### src/rtl/sn76489_writer.sv
// rtl/sn76489_writer.sv - SN76489 PSG byte writer: command FIFO feeding a tick-paced ce_n/we_n/ready bus sequencer.
module sn76489_writer #(
  parameter int WE_TICKS   = 4,
  parameter int GAP_TICKS  = 2,
  parameter int FIFO_DEPTH = 4
) (
  input  logic       clk,
  input  logic       reset_n,
  input  logic       clk_en,
  input  logic       cmd_valid,
  output logic       cmd_ready,
  input  logic [2:0] cmd_reg,
  input  logic [9:0] cmd_value,
  output logic [0:7] d,
  output logic       we_n,
  output logic       ce_n,
  input  logic       ready,
  output logic       busy
);

  localparam int AW   = $clog2(FIFO_DEPTH);
  localparam int MAXT = (WE_TICKS > GAP_TICKS) ? WE_TICKS : GAP_TICKS;
  localparam int CW   = $clog2(MAXT + 1);
  localparam logic [CW-1:0] WE_LAST  = CW'(WE_TICKS - 1);
  localparam logic [CW-1:0] GAP_LAST = CW'(GAP_TICKS - 1);

  typedef enum logic [2:0] {
    S_IDLE, S_SETUP, S_STROBE, S_WAIT_RDY, S_GAP
  } state_e;

  // FIFO pointers carry one extra wrap bit to separate full from empty
  logic [12:0]   mem_q [FIFO_DEPTH];
  logic [AW:0]   wr_ptr_q, rd_ptr_q;
  logic          full, empty, push, pop;
  logic [12:0]   head;
  logic [2:0]    head_reg;
  logic [9:0]    head_val;

  state_e        state_q, state_d;
  logic [CW-1:0] cnt_q, cnt_d;
  logic          pend_q, pend_d;
  logic [0:7]    data_q, data_d;
  logic [0:7]    d_q, d_d;
  logic          we_n_q, we_n_d;
  logic          ce_n_q, ce_n_d;

  assign empty     = (wr_ptr_q == rd_ptr_q);
  assign full      = (wr_ptr_q[AW] != rd_ptr_q[AW]) &&
                     (wr_ptr_q[AW-1:0] == rd_ptr_q[AW-1:0]);
  assign cmd_ready = ~full;
  assign push      = cmd_valid & ~full;
  assign pop       = clk_en & (state_q == S_IDLE) & ~empty;
  assign head      = mem_q[rd_ptr_q[AW-1:0]];
  assign head_reg  = head[12:10];
  assign head_val  = head[9:0];

  assign d    = d_q;
  assign we_n = we_n_q;
  assign ce_n = ce_n_q;
  assign busy = ~((state_q == S_IDLE) & empty);

  always_ff @(posedge clk) begin
    if (push) mem_q[wr_ptr_q[AW-1:0]] <= {cmd_reg, cmd_value};
  end

  always_ff @(posedge clk or negedge reset_n) begin
    if (!reset_n) begin
      wr_ptr_q <= '0;
      rd_ptr_q <= '0;
      state_q  <= S_IDLE;
      cnt_q    <= '0;
      pend_q   <= 1'b0;
      data_q   <= '0;
      d_q      <= '0;
      we_n_q   <= 1'b1;
      ce_n_q   <= 1'b1;
    end else begin
      if (push) wr_ptr_q <= wr_ptr_q + 1'b1;
      if (pop)  rd_ptr_q <= rd_ptr_q + 1'b1;
      state_q <= state_d;
      cnt_q   <= cnt_d;
      pend_q  <= pend_d;
      data_q  <= data_d;
      d_q     <= d_d;
      we_n_q  <= we_n_d;
      ce_n_q  <= ce_n_d;
    end
  end

  always_comb begin
    state_d = state_q;
    cnt_d   = cnt_q;
    if (clk_en) begin
      case (state_q)
        S_IDLE: begin
          cnt_d = '0;
          if (!empty) state_d = S_SETUP;
        end
        S_SETUP: begin
          cnt_d   = '0;
          state_d = S_STROBE;
        end
        S_STROBE: begin
          if (cnt_q == WE_LAST) begin
            cnt_d   = '0;
            state_d = S_WAIT_RDY;
          end else begin
            cnt_d = cnt_q + 1'b1;
          end
        end
        S_WAIT_RDY: begin
          cnt_d = '0;
          if (ready) state_d = S_GAP;
        end
        S_GAP: begin
          if (cnt_q == GAP_LAST) begin
            cnt_d   = '0;
            state_d = pend_q ? S_SETUP : S_IDLE;
          end else begin
            cnt_d = cnt_q + 1'b1;
          end
        end
        default: begin
          cnt_d   = '0;
          state_d = S_IDLE;
        end
      endcase
    end
  end

  // Registered bus outputs: each change lands on the tick that makes the state transition
  always_comb begin
    d_d    = d_q;
    we_n_d = we_n_q;
    ce_n_d = ce_n_q;
    pend_d = pend_q;
    data_d = data_q;
    if (clk_en) begin
      case (state_q)
        S_IDLE: begin
          if (!empty) begin
            d_d    = {1'b1, head_reg, head_val[3:0]};
            ce_n_d = 1'b0;
            pend_d = ~head_reg[0] & (head_reg != 3'd6);
            data_d = {2'b00, head_val[9:4]};
          end
        end
        S_SETUP: we_n_d = 1'b0;
        S_WAIT_RDY: begin
          if (ready) begin
            we_n_d = 1'b1;
            ce_n_d = 1'b1;
          end
        end
        S_GAP: begin
          if (cnt_q == GAP_LAST && pend_q) begin
            d_d    = data_q;
            ce_n_d = 1'b0;
            pend_d = 1'b0;
          end
        end
        default: ;
      endcase
    end
  end

endmodule
### config.mk
export PLATFORM = sky130hd
export DESIGN_NAME = sn76489_writer
export DESIGN_NICKNAME = d
export VERILOG_FILES = /design/src/rtl/sn76489_writer.sv
export SDC_FILE = /design/constraint.sdc
export NUM_CORES = 1
export LEC_CHECK = 0
export BUFFER_PORTS_ARGS = -buffer_cell sky130_fd_sc_hd__buf_2
export CORE_UTILIZATION = 63
export CTS_BUF_LIST = sky130_fd_sc_hd__clkbuf_16
export CTS_CLUSTER_SIZE = 40
export DETAILED_ROUTE_END_ITERATION = 10
export PLACE_DENSITY = 0.91
export SYNTH_ARGS = -nofsm -noshare
export SYNTH_HDL_FRONTEND = slang
export SYNTH_SLANG_ARGS = --single-unit
export TNS_END_PERCENT = 10
### constraint.sdc
create_clock -name clk -period 2.8 [get_ports clk]
set_input_delay 0.14 -clock clk [delete_from_list [all_inputs] [get_ports clk]]
set_output_delay 0.14 -clock clk [all_outputs]
set_load 0.005 [all_outputs]
==> impl_results.md <==
* Slew Viols, Final at 0
* Initial core utilization at approximately 67%
* Min Tclk post-route at 2.24 ns
* Asr flop ratio synth at a little over a third
* Post-CTS setup buffers at 0
* Post-synth design cell area at 3480 um2
* Crit path DAT at roughly 2.3 ns
* Final period utilization at between 80% and 90%
* Peak supply drop at 0.712 mV
* GRT overflow at 0
* Commonest cells after routing, fill and taps aside: 52 x edfxtp_1, 29 x buf_2, 27 x dfrtp_1
* Critical Path RT at roughly 2.8 ns
* Post-layout nets at ~260
* Critical R2R Launch: rd_ptr_q[1]$_DFFE_PN0P_
* Clock Pin Slew Worst Setup and Hold Paths at 0.06 ns
* Hold_sp: cmd_value[4]
* Ys Warns at 0
* Root buffer cell: clkbuf_16
* Worst-case clock skew at 0.00538 ns
* First-pass GRT wire length at ~9.4 mm
* Clk sinks at 81
* WL final at 5.85 mm
* Vias per cell at around 5.8
* Maximum clock rate at between 0.4 and 0.5 GHz
* Critical path class: flip-flop to flip-flop
* Syn avg cell area at approximately 18 um2
* Die ar. at 5830 um2
* Initial DRC Count at 73
* Setup WS pre-CTS at 0.563 ns
* CTS Buffer Depth at 2
* Largest net degree at the start of global routing at 30
* DRC Markers at 0
* Total Power at 4.73 mW
* Detailed placement HPWL at a little over 4 mm
* Inst Count DP at 294
* Sequential area share after synthesis at around 66%
* Power density over the cells at around 1200 nW/um2
* TNS Setup at 0 ns
* Final hold vios at 0
* Total of max-cap violations at 0
* Cts hold-fix bufs at 1
* I/O pins at 30
* FF+latch count, synth at a little over 80
* Max_slew headroom at between 50% and 60%
* Post-route ant nets at 0
* Status: finished clean
* Worst Path Max Fanout at 16
* Row count at 26
* Min-Delay Path Class: primary input to flip-flop
* Die X at roughly 76 um
* Leakage at 1.62 nW
* Worst setup EP type: flip-flop
* Clk_lat worst skew at around 0.33 ns
* RD Place Congestion at around 0.82
* DIE HEIGHT at between 70 and 80 um
* P&R area growth vs syn at 16.7%
* Most common cell after layout, fill and taps aside: edfxtp_1
* Post-synth EDFFs at 52
* Vias in the first global route at between 1,500 and 2,000
* Total track usage at roughly 22%
* Core ar. at between 5000 and 6000 um2
* Ys flop type: edfxtp_1
* Post-route insts no fill at ~310
* Initial antenna violation count at 0
* DR pass1 iterations at 4
* Syn Inst Count at 196
* Share of cells above drive strength 1 at 30.7%
* Total number of vias at between 1,500 and 2,000
* H-tree depth at 3
* Wirelength per Cell at around 19 um
* Ant diodes at 0
* Buffers on Ports at 29
* CTS tree: built
* Final-report setup violation count at 0
* RSZ-0062 raised after global routing: no
* Worst setup margin at about 0.56 ns
* Netlist cell types at between 40 and 50
* TritonCTS buffer count at 9
* Measured slew at the worst slew-check pin at just over 0.7 ns
* Cts repair resizes at 0
* CP Launch Type: flip-flop
* CP Launch Point: rd_ptr_q[1]$_DFFE_PN0P_
* Number of fill cells at 299
* Syn Nets at between 200 and 250
registers in the layout, indices dropped and copies added (netlist names):
| register | cells |
|---|---|
| ce_n | 1 |
| wr_ptr_q | 3 |
| cnt_q | 3 |
| data_q | 6 |
| pend_q | 1 |
| rd_ptr_q | 3 |
| mem_q | 52 |
| state_q | 3 |
| we_n | 1 |
| d | 8 |
path summary, 6_finish.rpt:
check                           slack [ns]                 endpoint  cells after the start
worst max-delay path                  0.56    mem_q[3][0]$_DFFE_PP_                      4
worst min-delay path                  0.02    mem_q[1][4]$_DFFE_PP_                      1
worst max register to register        0.56    mem_q[3][0]$_DFFE_PP_                      4
worst min register to register        0.48         d[0]$_DFFE_PN0P_                      1
max in group asynchronous             2.02  wr_ptr_q[2]$_DFFE_PN0P_                      2
min in group asynchronous             0.37   state_q[0]$_DFFE_PN0P_                      2
layer usage:
layer / routed length (um) / global-route usage [%] / vias up
met4: 106 / 9.23 / 0
met5: 0 / 0 / -
li1: - / - / 842
met3: 212 / 4.79 / 10
met1: 2500 / 28.4 / 917
met2: 3030 / 37.2 / 41
report_power, final:
group | total [mW] | internal, mW | switching [mW]
registers | 1.97 | 1.69 | 0.285
clock network | 1.40 | 0.962 | 0.441
logic | 1.35 | 0.711 | 0.643
stage by stage:
step,area (um2),hold WS [ns],util (%)
after floorplan,3480,-0.156,-
after global placement,3690,0.192,70.9
after detailed placement,3690,0.209,70.9
after CTS,4070,0.0172,78.1
after global routing,4070,0.0189,78.1
final,4070,0.0217,78.1
cells by family after synthesis:
| logic type | share of synthesized area [%] |
|---|---|
| flops | 65.7 |
| mux | 16.2 |
| compound gates | 4.85 |
| simple gates | 4.13 |
| buf+inv | 3.38 |
| fa+ha+maj | 3.23 |
| xor+xnor | 2.44 |
final cells by class:
cell class	instances	area, um2	share of cell area, %
inverters	10	37.5	0.923
well taps	70	87.6	2.15
clock buffers	9	225	5.54
flip-flops and latches	81	2290	56.3
clock inverters	7	141	3.48
multi-input cells	97	1080	26.5
repair buffers	37	208	5.11
critical path: stages (launching register included):
cell     delay (ns)
dfrtp_1        0.75
xnor2_2        0.19
a31oi_1        0.51
and2_1         0.22
buf_4          0.24
synth_stat cells (3+ instances only):
master     n  area, um2
o21ai_0    4       20.0
a31oi_1    6       37.5
xor2_1     3       26.3
edfxtp_1  52       1560
mux2_1     6       67.6
mux4_1    10        263
ha_1       9        113
mux2_2    14        158
xnor2_1    3       26.3
and2_1     5       31.3
mux4_2     3       67.6
inv_1     10       37.5
a21oi_1    3       15.0
nand2_1    4       15.0
dfrtp_1   27        676
Power figures use the tool's default switching activity.
